===== config.mk =====
export PLATFORM = sky130hd
export DESIGN_NAME = product_accumulator_flat
export DESIGN_NICKNAME = d
export VERILOG_FILES = /design/src/rtl/product_accumulator_pkg.sv /design/src/rtl/product_accumulator_if.sv /design/src/rtl/product_accumulator_acc_adder.sv /design/src/rtl/product_accumulator.sv /design/src/flat_wrapper.sv
export SDC_FILE = /design/constraint.sdc
export NUM_CORES = 1
export LEC_CHECK = 0
export BUFFER_PORTS_ARGS = -buffer_cell sky130_fd_sc_hd__buf_2
export CORE_MARGIN = 5
export CORE_UTILIZATION = 35
export CTS_BUF_LIST = sky130_fd_sc_hd__clkbuf_2
export DETAILED_ROUTE_END_ITERATION = 7
export SYNTH_ARGS = -nofsm -noshare
export SYNTH_HDL_FRONTEND = slang
export SYNTH_HIERARCHICAL = 1
export SYNTH_SLANG_ARGS = --single-unit

===== constraint.sdc =====
create_clock -name clk -period 3.1 [get_ports clk]
set_input_delay 0.62 -clock clk [delete_from_list [all_inputs] [get_ports clk]]
set_output_delay 0.62 -clock clk [all_outputs]
set_load 0.03 [all_outputs]

===== src/rtl/product_accumulator_pkg.sv =====
// -----------------------------------------------------------------------------
// product_accumulator_pkg
// Shared constants and types for the product accumulator slice.
//   PROD_W        : width of the signed product delivered by the multiplier
//   ACC_W_DEFAULT : default accumulator / result width (legal 64..128)
//   LEN_W_DEFAULT : default width of the term-count field
//   state_e       : accumulator control FSM states
// -----------------------------------------------------------------------------
package product_accumulator_pkg;

  localparam int PROD_W        = 64;
  localparam int ACC_W_DEFAULT = 72;
  localparam int LEN_W_DEFAULT = 8;

  typedef enum logic [1:0] {
    IDLE  = 2'd0,
    ACCUM = 2'd1,
    DRAIN = 2'd2
  } state_e;

endpackage : product_accumulator_pkg


===== src/rtl/product_accumulator_if.sv =====
// -----------------------------------------------------------------------------
// product_accumulator_if
// Groups the request, product-stream and result handshakes of the product
// accumulator.
//   start/len           : run request and number of terms
//   product/in_valid/in_ready : signed product stream (valid/ready)
//   result/out_valid/out_ready: signed sum handshake, held until taken
//   ovf                 : sum left the ACC_W range in the current/last run
//   busy                : accumulator is not idle
// Modports:
//   master : the producer/consumer around the accumulator
//   slave  : the accumulator itself
// -----------------------------------------------------------------------------
interface product_accumulator_if
  import product_accumulator_pkg::*;
#(
  parameter int ACC_W = ACC_W_DEFAULT,
  parameter int LEN_W = LEN_W_DEFAULT
) ();

  logic                     start;
  logic [LEN_W-1:0]         len;
  logic signed [PROD_W-1:0] product;
  logic                     in_valid;
  logic                     in_ready;
  logic signed [ACC_W-1:0]  result;
  logic                     out_valid;
  logic                     out_ready;
  logic                     ovf;
  logic                     busy;

  modport master (
    output start, len, product, in_valid, out_ready,
    input  in_ready, result, out_valid, ovf, busy
  );

  modport slave (
    input  start, len, product, in_valid, out_ready,
    output in_ready, result, out_valid, ovf, busy
  );

endinterface : product_accumulator_if


===== src/rtl/product_accumulator_acc_adder.sv =====
// -----------------------------------------------------------------------------
// acc_adder
// Combinational ACC_W-bit signed add of the running accumulator and a
// sign-extended 64-bit product, with directional overflow detection.
// Optional feature macro: PRODUCT_ACCUMULATOR_SATURATE_EN
//   defined   : an overflowing add clamps to the most positive / most negative
//               ACC_W value; sat_pos/sat_neg keep the sum pinned at that rail
//   undefined : the sum wraps modulo 2^ACC_W
// Ports:
//   sat_pos, sat_neg : (saturating build only) sticky clamp direction
//   acc              : current accumulator value
//   product          : signed product to add
//   sum              : next accumulator value
//   ovf_pos, ovf_neg : this add overflowed above max / below min
// -----------------------------------------------------------------------------
module acc_adder
  import product_accumulator_pkg::*;
#(
  parameter int ACC_W = ACC_W_DEFAULT
) (
`ifdef PRODUCT_ACCUMULATOR_SATURATE_EN
  input  logic                     sat_pos,
  input  logic                     sat_neg,
`endif
  input  logic signed [ACC_W-1:0]  acc,
  input  logic signed [PROD_W-1:0] product,
  output logic signed [ACC_W-1:0]  sum,
  output logic                     ovf_pos,
  output logic                     ovf_neg
);

`ifdef PRODUCT_ACCUMULATOR_SATURATE_EN
  localparam logic signed [ACC_W-1:0] MAX_V = {1'b0, {(ACC_W-1){1'b1}}};
  localparam logic signed [ACC_W-1:0] MIN_V = {1'b1, {(ACC_W-1){1'b0}}};

  // Positive rail wins; both flags cannot be set together because a
  // positive overflow needs a non-negative accumulator and vice versa.
  function automatic logic signed [ACC_W-1:0] clamp(
    input logic signed [ACC_W-1:0] v,
    input logic                    hi,
    input logic                    lo
  );
    logic signed [ACC_W-1:0] r;
    r = v;
    if (hi) begin
      r = MAX_V;
    end else if (lo) begin
      r = MIN_V;
    end
    return r;
  endfunction
`endif

  logic signed [ACC_W-1:0] prod_ext;
  logic signed [ACC_W-1:0] raw;

  always_comb begin
    // Signed size cast sign-extends the product into the accumulator width.
    prod_ext = ACC_W'(product);
    raw      = acc + prod_ext;
    // Two's-complement overflow: operands share a sign the result lacks.
    ovf_pos  = ~acc[ACC_W-1] & ~prod_ext[ACC_W-1] &  raw[ACC_W-1];
    ovf_neg  =  acc[ACC_W-1] &  prod_ext[ACC_W-1] & ~raw[ACC_W-1];
`ifdef PRODUCT_ACCUMULATOR_SATURATE_EN
    sum      = clamp(raw, ovf_pos | sat_pos, ovf_neg | sat_neg);
`else
    sum      = raw;
`endif
  end

endmodule : acc_adder


===== src/rtl/product_accumulator.sv =====
// -----------------------------------------------------------------------------
// product_accumulator
// Sums a run of len signed 64-bit products into an ACC_W-bit signed result.
// A run is requested with start in IDLE; products are accepted in ACCUM with
// a valid/ready handshake; the final sum is presented in DRAIN with
// out_valid held until out_ready. ovf flags a sum outside the ACC_W range and
// stays set until the next accepted start.
// Optional feature macro: PRODUCT_ACCUMULATOR_SATURATE_EN (clamp on overflow,
// otherwise wrap modulo 2^ACC_W).
// Ports:
//   clk : rising-edge clock
//   rst : asynchronous active-low reset
//   bus : product_accumulator_if.slave (start, len, product, in_valid,
//         in_ready, result, out_valid, out_ready, ovf, busy)
// -----------------------------------------------------------------------------
module product_accumulator
  import product_accumulator_pkg::*;
#(
  parameter int ACC_W = ACC_W_DEFAULT,
  parameter int LEN_W = LEN_W_DEFAULT
) (
  input  logic                  clk,
  input  logic                  rst,
  product_accumulator_if.slave  bus
);

  state_e                  state_q, state_d;
  logic signed [ACC_W-1:0] acc_q, acc_d;
  logic signed [ACC_W-1:0] result_q, result_d;
  logic [LEN_W-1:0]        cnt_q, cnt_d;
  logic [LEN_W-1:0]        len_q, len_d;
  logic                    ovf_q, ovf_d;
`ifdef PRODUCT_ACCUMULATOR_SATURATE_EN
  logic                    sat_pos_q, sat_pos_d;
  logic                    sat_neg_q, sat_neg_d;
`endif

  logic signed [ACC_W-1:0] sum;
  logic                    add_ovf_pos;
  logic                    add_ovf_neg;
  logic [LEN_W-1:0]        cnt_inc;

  acc_adder #(
    .ACC_W (ACC_W)
  ) u_acc_adder (
`ifdef PRODUCT_ACCUMULATOR_SATURATE_EN
    .sat_pos (sat_pos_q),
    .sat_neg (sat_neg_q),
`endif
    .acc     (acc_q),
    .product (bus.product),
    .sum     (sum),
    .ovf_pos (add_ovf_pos),
    .ovf_neg (add_ovf_neg)
  );

  assign cnt_inc = cnt_q + LEN_W'(1);

  always_comb begin
    state_d   = state_q;
    acc_d     = acc_q;
    result_d  = result_q;
    cnt_d     = cnt_q;
    len_d     = len_q;
    ovf_d     = ovf_q;
`ifdef PRODUCT_ACCUMULATOR_SATURATE_EN
    sat_pos_d = sat_pos_q;
    sat_neg_d = sat_neg_q;
`endif

    case (state_q)
      IDLE: begin
        if (bus.start) begin
          acc_d     = '0;
          ovf_d     = 1'b0;
          cnt_d     = '0;
          len_d     = bus.len;
`ifdef PRODUCT_ACCUMULATOR_SATURATE_EN
          sat_pos_d = 1'b0;
          sat_neg_d = 1'b0;
`endif
          if (bus.len == '0) begin
            // Empty run: present a zero sum without entering ACCUM.
            result_d = '0;
            state_d  = DRAIN;
          end else begin
            state_d  = ACCUM;
          end
        end
      end

      ACCUM: begin
        // Without in_valid the run simply waits; there is no timeout.
        if (bus.in_valid) begin
          acc_d     = sum;
          cnt_d     = cnt_inc;
          ovf_d     = ovf_q | add_ovf_pos | add_ovf_neg;
`ifdef PRODUCT_ACCUMULATOR_SATURATE_EN
          sat_pos_d = sat_pos_q | add_ovf_pos;
          sat_neg_d = sat_neg_q | add_ovf_neg;
`endif
          if (cnt_inc == len_q) begin
            // Capture the final sum on the last transfer so out_valid
            // and result appear together one cycle later.
            result_d = sum;
            state_d  = DRAIN;
          end
        end
      end

      DRAIN: begin
        // start is deliberately not looked at here.
        if (bus.out_ready) begin
          state_d = IDLE;
        end
      end

      default: begin
        state_d = IDLE;
      end
    endcase
  end

  always_ff @(posedge clk or negedge rst) begin
    if (!rst) begin
      state_q   <= IDLE;
      acc_q     <= '0;
      result_q  <= '0;
      cnt_q     <= '0;
      len_q     <= '0;
      ovf_q     <= 1'b0;
`ifdef PRODUCT_ACCUMULATOR_SATURATE_EN
      sat_pos_q <= 1'b0;
      sat_neg_q <= 1'b0;
`endif
    end else begin
      state_q   <= state_d;
      acc_q     <= acc_d;
      result_q  <= result_d;
      cnt_q     <= cnt_d;
      len_q     <= len_d;
      ovf_q     <= ovf_d;
`ifdef PRODUCT_ACCUMULATOR_SATURATE_EN
      sat_pos_q <= sat_pos_d;
      sat_neg_q <= sat_neg_d;
`endif
    end
  end

  assign bus.in_ready  = (state_q == ACCUM);
  assign bus.out_valid = (state_q == DRAIN);
  assign bus.busy      = (state_q != IDLE);
  assign bus.result    = result_q;
  assign bus.ovf       = ovf_q;

endmodule : product_accumulator


===== src/flat_wrapper.sv =====
// flat-port wrapper written by rule: the top's interface ports become plain ports
module product_accumulator_flat import product_accumulator_pkg::*;
#(
  parameter int ACC_W = ACC_W_DEFAULT,
  parameter int LEN_W = LEN_W_DEFAULT
)
  (clk, rst, bus_start, bus_len, bus_product, bus_in_valid, bus_out_ready, bus_in_ready, bus_result, bus_out_valid, bus_ovf, bus_busy);
  product_accumulator_if #(.ACC_W(ACC_W), .LEN_W(LEN_W)) bus_i ();
  input  logic clk;
  input  logic rst;
  input wire logic [$bits(bus_i.start)-1:0] bus_start;
  input wire logic [$bits(bus_i.len)-1:0] bus_len;
  input wire logic [$bits(bus_i.product)-1:0] bus_product;
  input wire logic [$bits(bus_i.in_valid)-1:0] bus_in_valid;
  input wire logic [$bits(bus_i.out_ready)-1:0] bus_out_ready;
  output wire logic [$bits(bus_i.in_ready)-1:0] bus_in_ready;
  output wire logic [$bits(bus_i.result)-1:0] bus_result;
  output wire logic [$bits(bus_i.out_valid)-1:0] bus_out_valid;
  output wire logic [$bits(bus_i.ovf)-1:0] bus_ovf;
  output wire logic [$bits(bus_i.busy)-1:0] bus_busy;
  assign bus_i.start = bus_start;
  assign bus_i.len = bus_len;
  assign bus_i.product = bus_product;
  assign bus_i.in_valid = bus_in_valid;
  assign bus_i.out_ready = bus_out_ready;
  assign bus_in_ready = bus_i.in_ready;
  assign bus_result = bus_i.result;
  assign bus_out_valid = bus_i.out_valid;
  assign bus_ovf = bus_i.ovf;
  assign bus_busy = bus_i.busy;
  product_accumulator #(.ACC_W(ACC_W), .LEN_W(LEN_W)) u_core (.clk(clk), .rst(rst), .bus(bus_i));
endmodule

==> After elaboration in Yosys (flattened, before gate mapping) <==
Cells that the tools add are included.
{ "word_totals": {"in_bits": 77, "regBits": 163, "out_inout_bits": 76} }
{ "classes": {"n_eq_ne": 8, "bitwise_logic": 9, "reduce_logical": 8, "n_addsub": 2, "n_mux": 20} }
{ "op_table": {"columns": ["operator", "count"], "rows": [
  ["$mux W72", 6],
  ["$pmux W72 S2", 2],
  ["$add A72 B64 Y72", 1],
  ["$mux W8", 2],
  ["$pmux W8 S2", 1],
  ["$mux W2", 5],
  ["$add A8 B1 Y8 const B", 1],
  ["$eq A8 B8 Y1", 1],
  ["$logic_not A8 Y1", 1],
  ["$ne A2 B2 Y1 const B", 3],
  ["$pmux W2 S3", 1],
  ["$reduce_and A5 Y1", 1],
  ["$and A1 B1 Y1", 4],
  ["$ne A2 B1 Y1 const B", 2],
  ["$reduce_and A4 Y1", 1],
  ["$reduce_bool A2 Y1", 2],
  ["$not A1 Y1", 3],
  ["$reduce_and A3 Y1", 1],
  ["$eq A2 B1 Y1 const B", 1],
  ["$eq A2 B2 Y1 const B", 1],
  ["$logic_not A2 Y1", 1],
  ["$mux W1", 2],
  ["$or A1 B1 Y1", 2],
  ["$pmux W1 S2", 1],
  ["$reduce_and A2 Y1", 1]
]} }

==> Depth between registers and ports, before layout <==
{ "logic_depth": {"word_depth": 7, "ltp_mapped": 14, "mapped_depth_nobuf": 13} }

==> Modules after synthesis <==
Netlist, hierarchy kept.
{ "modules_own_cells": {"columns": ["module", "area_per_inst_um2", "cells_each", "instances"], "rows": [
  ["product_accumulator", 7388.3, 723, 1],
  ["acc_adder", 4579.4, 683, 1]
]} }

==> Worst setup path before layout <==
OpenSTA, ideal clock, no wires.
{ "synth_timing": {"kind": "input port to flip-flop", "from": "input port bus_product[0]", "to": "register u_core.result_q[70], in the netlist u_core/bus.result[70]", "arrival_time_ns": 3.220, "setup_ns": 0.124, "path_stages": 13, "required_ns": 2.976, "path_slack_ns": -0.243, "cell_sequence": "ha_1 fa_1 a21o_1 a221oi_2 o2bb2ai_1 o22a_1 nand2_1 a31oi_2 o21ai_1 a21oi_1 xnor2_1 and3_1 a211o_1"} }
{ "synth_between": {"elab_chain_len": 4} }
{ "synth_rtl": {"columns": ["element", "line_no", "rtl"], "rows": [
  ["start: declaration", "flat_wrapper.sv:13", "input wire logic [$bits(bus_i.product)-1:0] bus_product;"],
  ["$add A72 B64 Y72", "product_accumulator_acc_adder.sv:60", "raw = acc + prod_ext;"],
  ["net u_core.sum[70]", "product_accumulator.sv:38", "logic signed [ACC_W-1:0] sum;"],
  ["$mux W72", "product_accumulator.sv:102", "if (cnt_inc == len_q) begin"],
  ["$mux W72", "product_accumulator.sv:94", "if (bus.in_valid) begin"],
  ["$pmux W72 S2", "product_accumulator.sv:71", "case (state_q)"],
  ["end signal: assignment", "product_accumulator.sv:139", "result_q <= result_d;"],
  ["end: declaration", "product_accumulator.sv:29", "logic signed [ACC_W-1:0] result_q, result_d;"]
]} }
The timed path passes the listed nets, and every way through them passes these cells. The select of a mux whose other input is x is not followed.
A chain may end at the register's enable or synchronous reset.

==> Final worst setup path <==
{ "layout_timing": {"from": "register u_core.acc_q[27]", "to": "register u_core.ovf_q, in the netlist u_core/bus.ovf"} }
{ "layout_between": {"elab_chain_len": 6, "elab_cells_between_ends": 8} }
{ "layout_rtl": {"columns": ["element", "line_no", "rtl"], "rows": [
  ["start: declaration", "product_accumulator.sv:28", "logic signed [ACC_W-1:0] acc_q, acc_d;"],
  ["start signal: assignment", "product_accumulator.sv:127", "acc_q <= '0;"],
  ["start signal: assignment", "product_accumulator.sv:138", "acc_q <= acc_d;"],
  ["$add A72 B64 Y72", "product_accumulator_acc_adder.sv:60", null],
  ["net u_core.sum[71]", "product_accumulator.sv:38", null],
  ["$and A1 B1 Y1", "product_accumulator_acc_adder.sv:62", "ovf_pos = ~acc[ACC_W-1] & ~prod_ext[ACC_W-1] & raw[ACC_W-1];"],
  ["net u_core.add_ovf_pos", "product_accumulator.sv:39", "logic add_ovf_pos;"],
  ["$or A1 B1 Y1 (2 in series)", "product_accumulator.sv:97", "ovf_d = ovf_q | add_ovf_pos | add_ovf_neg;"],
  ["$mux W1", "product_accumulator.sv:94", null],
  ["$pmux W1 S2", "product_accumulator.sv:71", null],
  ["end signal: assignment", "product_accumulator.sv:142", "ovf_q <= ovf_d;"],
  ["end: declaration", "product_accumulator.sv:32", "logic ovf_q, ovf_d;"]
]} }
The timed path passes the listed nets, and every way through them passes these cells. The select of a mux whose other input is x is not followed.

==> results <==
- The number of global-route vias before repair is around 12000.
- The run finished, with violations left.
- The routed layout has between 10000 and 15000 vias.
- The number of hold violations in the final report is 0.
- The final critical delay including setup and external delays is between 3 and 4 ns.
- The final number of max-transition violations is 0.
- Dividing total power by cell area gives a power density of about 1000 nW/um2.
- For this run, the top clock speed supported by timing is between 0.3 and 0.4 GHz.
- From synthesis to final layout, the design area changed by 39.3%.
- The die outline area is 38000 um2.
- The slack of the critical path is -0.0828 ns.
- The count of flip-flops with a built-in enable after synthesis is 0.
- The post-synthesis net count is roughly 1600.
- The worst pin sits at a relative slew slack of 0.513.
- The post-synthesis cell count is around 1400.
- By area the synthesized netlist is led by sky130_fd_sc_hd__dfrtp_1 34%, sky130_fd_sc_hd__ha_1 7.7%, sky130_fd_sc_hd__nand2_1 6.2%, sky130_fd_sc_hd__a21o_1 4.6%, sky130_fd_sc_hd__o211ai_1 4.5%.
- In this design, the stage delay of the slowest critical-path cell is 0.45 ns.
- The combined area of all synthesized cells is ~12000 um2.
- After clock tree synthesis, the clock-pin slew on the worst setup and hold paths is 0.24 ns.
- The number of routed nets with antenna violations is 0.
- The number of register bits inferred by synthesis is ~160.
- The tree built by TritonCTS fans out to roughly 160 sinks.
- Data on the critical path is required at its endpoint by 3.86 ns.
- After synthesis, the share of flip-flops with an asynchronous set or reset is 1.00.
- Setup repair after global routing could not meet its margin everywhere.
- In this run the static leakage power is 0.00785 uW.
- Of the post-synthesis cell area, the dominant cell type holds 0.341.
- In the final layout, the share of cells above drive strength 1 is 0.371.
- The congestion estimate from routability-driven global placement came to approximately 0.94.
- The path type of the worst min-delay path is in -> reg.
- The final routed DRC violation total is 0.
- The most frequent cell on the critical path is sky130_fd_sc_hd__buf_4.
- The mean area per synthesized cell is 8.51 um2.
- Entering global routing, the biggest net connects between 70 and 80 pins.
- The final layout net count is around 1900.
- The floorplan step defined a core boundary enclosing roughly 34000 um2.
- At the later pin of the worst-skew pair, clock insertion delay measures between 0.8 and 0.9 ns.
- The count of routing violations after the opening detailed-route iteration is 691.
- Across the run, the number of max-cap violations was 0.
- The wire length of the first global-routing pass is between 60 and 70 mm.
- In this run the deepest clock path goes through 2 buffers.
- The CTS tree is yes.
- The post-detailed-route wirelength per cell is around 18 um.
- The highest net fanout along the worst path is 4.
- The height of the die is approximately 190 um.
- The setup path with the least slack is of type reg -> reg.
- The number of core rows is 67.
- The overall die width is 195 um.
- The HPWL after detailed placement is between 30 and 40 mm.
- The critical path capture point type is a register.
- The number of clock buffers added by TritonCTS is 17.
- Across the VDD grid, the largest voltage drop is 519 uV.
- The number of buffers inserted by port buffering is about 150.
- The clock tree synthesis step divided the H-tree into 4 levels.
- The post-synthesis sequential area ratio is 0.341.
- The post-detailed-route via-to-cell ratio is around 5.5.
- Power comes to between 15000 and 20000 uW.
- Across every metal layer, demand over resource in global routing totals 0.206.
- The data arrival time of the critical path is roughly 3.9 ns.
- The initial antenna violation count was 5.
- The placement-stage worst setup slack is -0.775 ns.
- The overflow left after global routing is 0.
- The initial utilization of the core area, before any placement, comes to 0.356.
- The share of the clock period used by the worst path after layout is 1.03.
- The cell with the largest stage delay on the worst path is sky130_fd_sc_hd__dfrtp_1.
- Clock skew on the completed layout was measured at between 0.03 and 0.04 ns.
- sky130_fd_sc_hd__dfrtp_1 takes more of the synthesized area than any other cell.
- Traced cell by cell, the critical path runs through ha_1, nand4_1, nor3_2, a41oi_1, a32oi_1, buf_4, o21a_1, o21ai_2, and2_4, a311oi_4, and2_1, o21ai_0, buf_4, a21oi_1.
- The nature of the critical path startpoint is a register.
- The flip-flop cell with the highest count after synthesis is sky130_fd_sc_hd__dfrtp_1.
- The CTS root buffer is sky130_fd_sc_hd__clkbuf_2.
- The distinct cell type count after synthesis is 86.
- Setup violations remaining at the end of the flow were counted as 10.
- The routed design has a little over 40 mm of wire.
- The number of top-level pins is 153.
- Before antenna repair, the detailed router went through 5 iterations.
- During synthesis, Yosys emitted a total of 6 warnings.
- The slew at the pin closest to its max-slew limit is about 0.73 ns.
- The final reports fail on setup timing.
==> power by group <==
part           total [uW]  switching [uW]  internal (uW)
clock network        1290             843            449
registers            3690             691           2990
logic               12000            6870           5160
==> critical path: cells and delay by family (launching register included) <==
| family | cells | cell delay [ns] |
|---|---|---|
| adders and majority gates | 1 | 0.31 |
| buffers and inverters | 2 | 0.29 |
| and+or+nand+nor | 4 | 0.85 |
| DFF | 1 | 0.45 |
| AOI/OAI and AO/OA | 7 | 1.22 |
==> routing by layer <==
layer,wire length (um),GRT usage,up-vias
li1,-,-,5919
met1,17700,0.266,6017
met2,20900,0.361,270
met3,1520,0.0355,53
met4,730,0.0509,4
met5,21,0,-
==> cell usage after synthesis, drive strengths merged, types with 4 or more instances <==
cell type,count
nand2,198
dfrtp,163
a21oi,110
nand3,84
a21o,74
ha,74
o211ai,71
o21ai,66
clkbuf,58
nor2,57
nand4,55
and3,48
buf,41
xnor2,41
a22o,36
xor2,30
nor3,26
inv,24
o21bai,14
and2,12
mux2,9
nor2b,9
o31ai,8
a211o,7
a211oi,7
nand2b,7
a31oi,6
nor4,6
o21a,6
or2,6
nor3b,5
a221oi,4
or4,4
==> worst paths after layout <==
check	from	to	slack [ns]	depth (start not counted)
min reg2reg	u_core/acc_q[23]$_DFFE_PN0P_	u_core/acc_q[23]$_DFFE_PN0P_	0.52	1
min in group asynchronous	rst	u_core/state_q[0]$_DFFE_PN0P_	0.33	2
max reg2reg	u_core/acc_q[27]$_DFFE_PN0P_	u_core/bus.ovf$_DFFE_PN0P_	-0.08	14
max in group asynchronous	rst	u_core/bus.result[68]$_DFFE_PN0P_	1.91	3
min	bus_product[0]	u_core/acc_q[0]$_DFFE_PN0P_	0.28	4
max	u_core/acc_q[27]$_DFFE_PN0P_	u_core/bus.ovf$_DFFE_PN0P_	-0.08	14
==> layout make-up <==
| cell class | count | area, um2 |
|---|---|---|
| fillers | 3178 | 16900 |
| multi-input cells | 1119 | 8540 |
| flip-flops and latches | 163 | 4080 |
| repair buffers | 448 | 3130 |
| well taps | 448 | 561 |
| clock inverters | 13 | 160 |
| inverters | 25 | 98.8 |
| clock buffers | 18 | 90.1 |
| diodes | 4 | 10.0 |
==> cells by family (layout without fill, tap and decap cells) <==
family                   after synthesis  in the layout  synth area share
buffers and inverters                124            504            0.0459
XOR/XNOR                              71             71            0.0520
adder cells (fa/ha/maj)               75             75            0.0790
other                                  0              4                 0
AO/OA/AOI/OAI                        440            440             0.258
AND/OR/NAND/NOR                      523            523             0.215
flip-flops                           163            163             0.341
multiplexers                          10             10           0.00931
==> cells in the final DEF, fill, tap and decap left out, drive strengths merged, types with 4 or more instances in the layout <==
cell type	synthesis	final
buf	41	437
nand2	198	198
dfrtp	163	163
a21oi	110	110
nand3	84	84
a21o	74	74
ha	74	74
o211ai	71	71
o21ai	66	66
nor2	57	57
nand4	55	55
and3	48	48
xnor2	41	41
a22o	36	36
xor2	30	30
inv	24	26
nor3	26	26
clkbuf	58	18
o21bai	14	14
and2	12	12
dlygate4sd3	0	11
nor2b	9	9
mux2	9	9
o31ai	8	8
a211o	7	7
nand2b	7	7
a211oi	7	7
o21a	6	6
or2	6	6
clkinv	1	6
nor4	6	6
a31oi	6	6
nor3b	5	5
diode	0	4
or4	4	4
a221oi	4	4
==> stage by stage <==
stage / hold slack [ns] / area, um2 / setup TNS [ns] / cells / util
after CTS: 0.206 / 15900 / -0.372 / 2212 / 0.474
after global placement: 0.466 / 14900 / -27.58 / 2144 / 0.442
after global routing: 0.225 / 16700 / -2.49 / 2238 / 0.496
final: 0.283 / 16700 / -0.412 / 2238 / 0.496
after detailed placement: 0.473 / 14900 / -31.34 / 2144 / 0.442
after floorplan: 0.324 / 12100 / -0.185 / 1406 / -
==> flip-flops by register name, indices dropped and copies added, names as in the netlist <==
| signal | count |
|---|---|
| u_core/acc_q | 72 |
| u_core/bus.ovf | 1 |
| u_core/bus.result | 72 |
| u_core/cnt_q | 8 |
| u_core/len_q | 8 |
| u_core/state_q | 2 |
==> timing repair <==
| item | in CTS | in global routing |
|---|---|---|
| hold buffers | 11 | 0 |
| endpoints found under the hold margin | 76 | 0 |
| pin swaps | 60 | 78 |
| setup buffers | 26 | 25 |
| endpoints found under the setup margin | 56 | 72 |
| resized for setup | 83 | 94 |
Power figures use the tool's default switching activity.
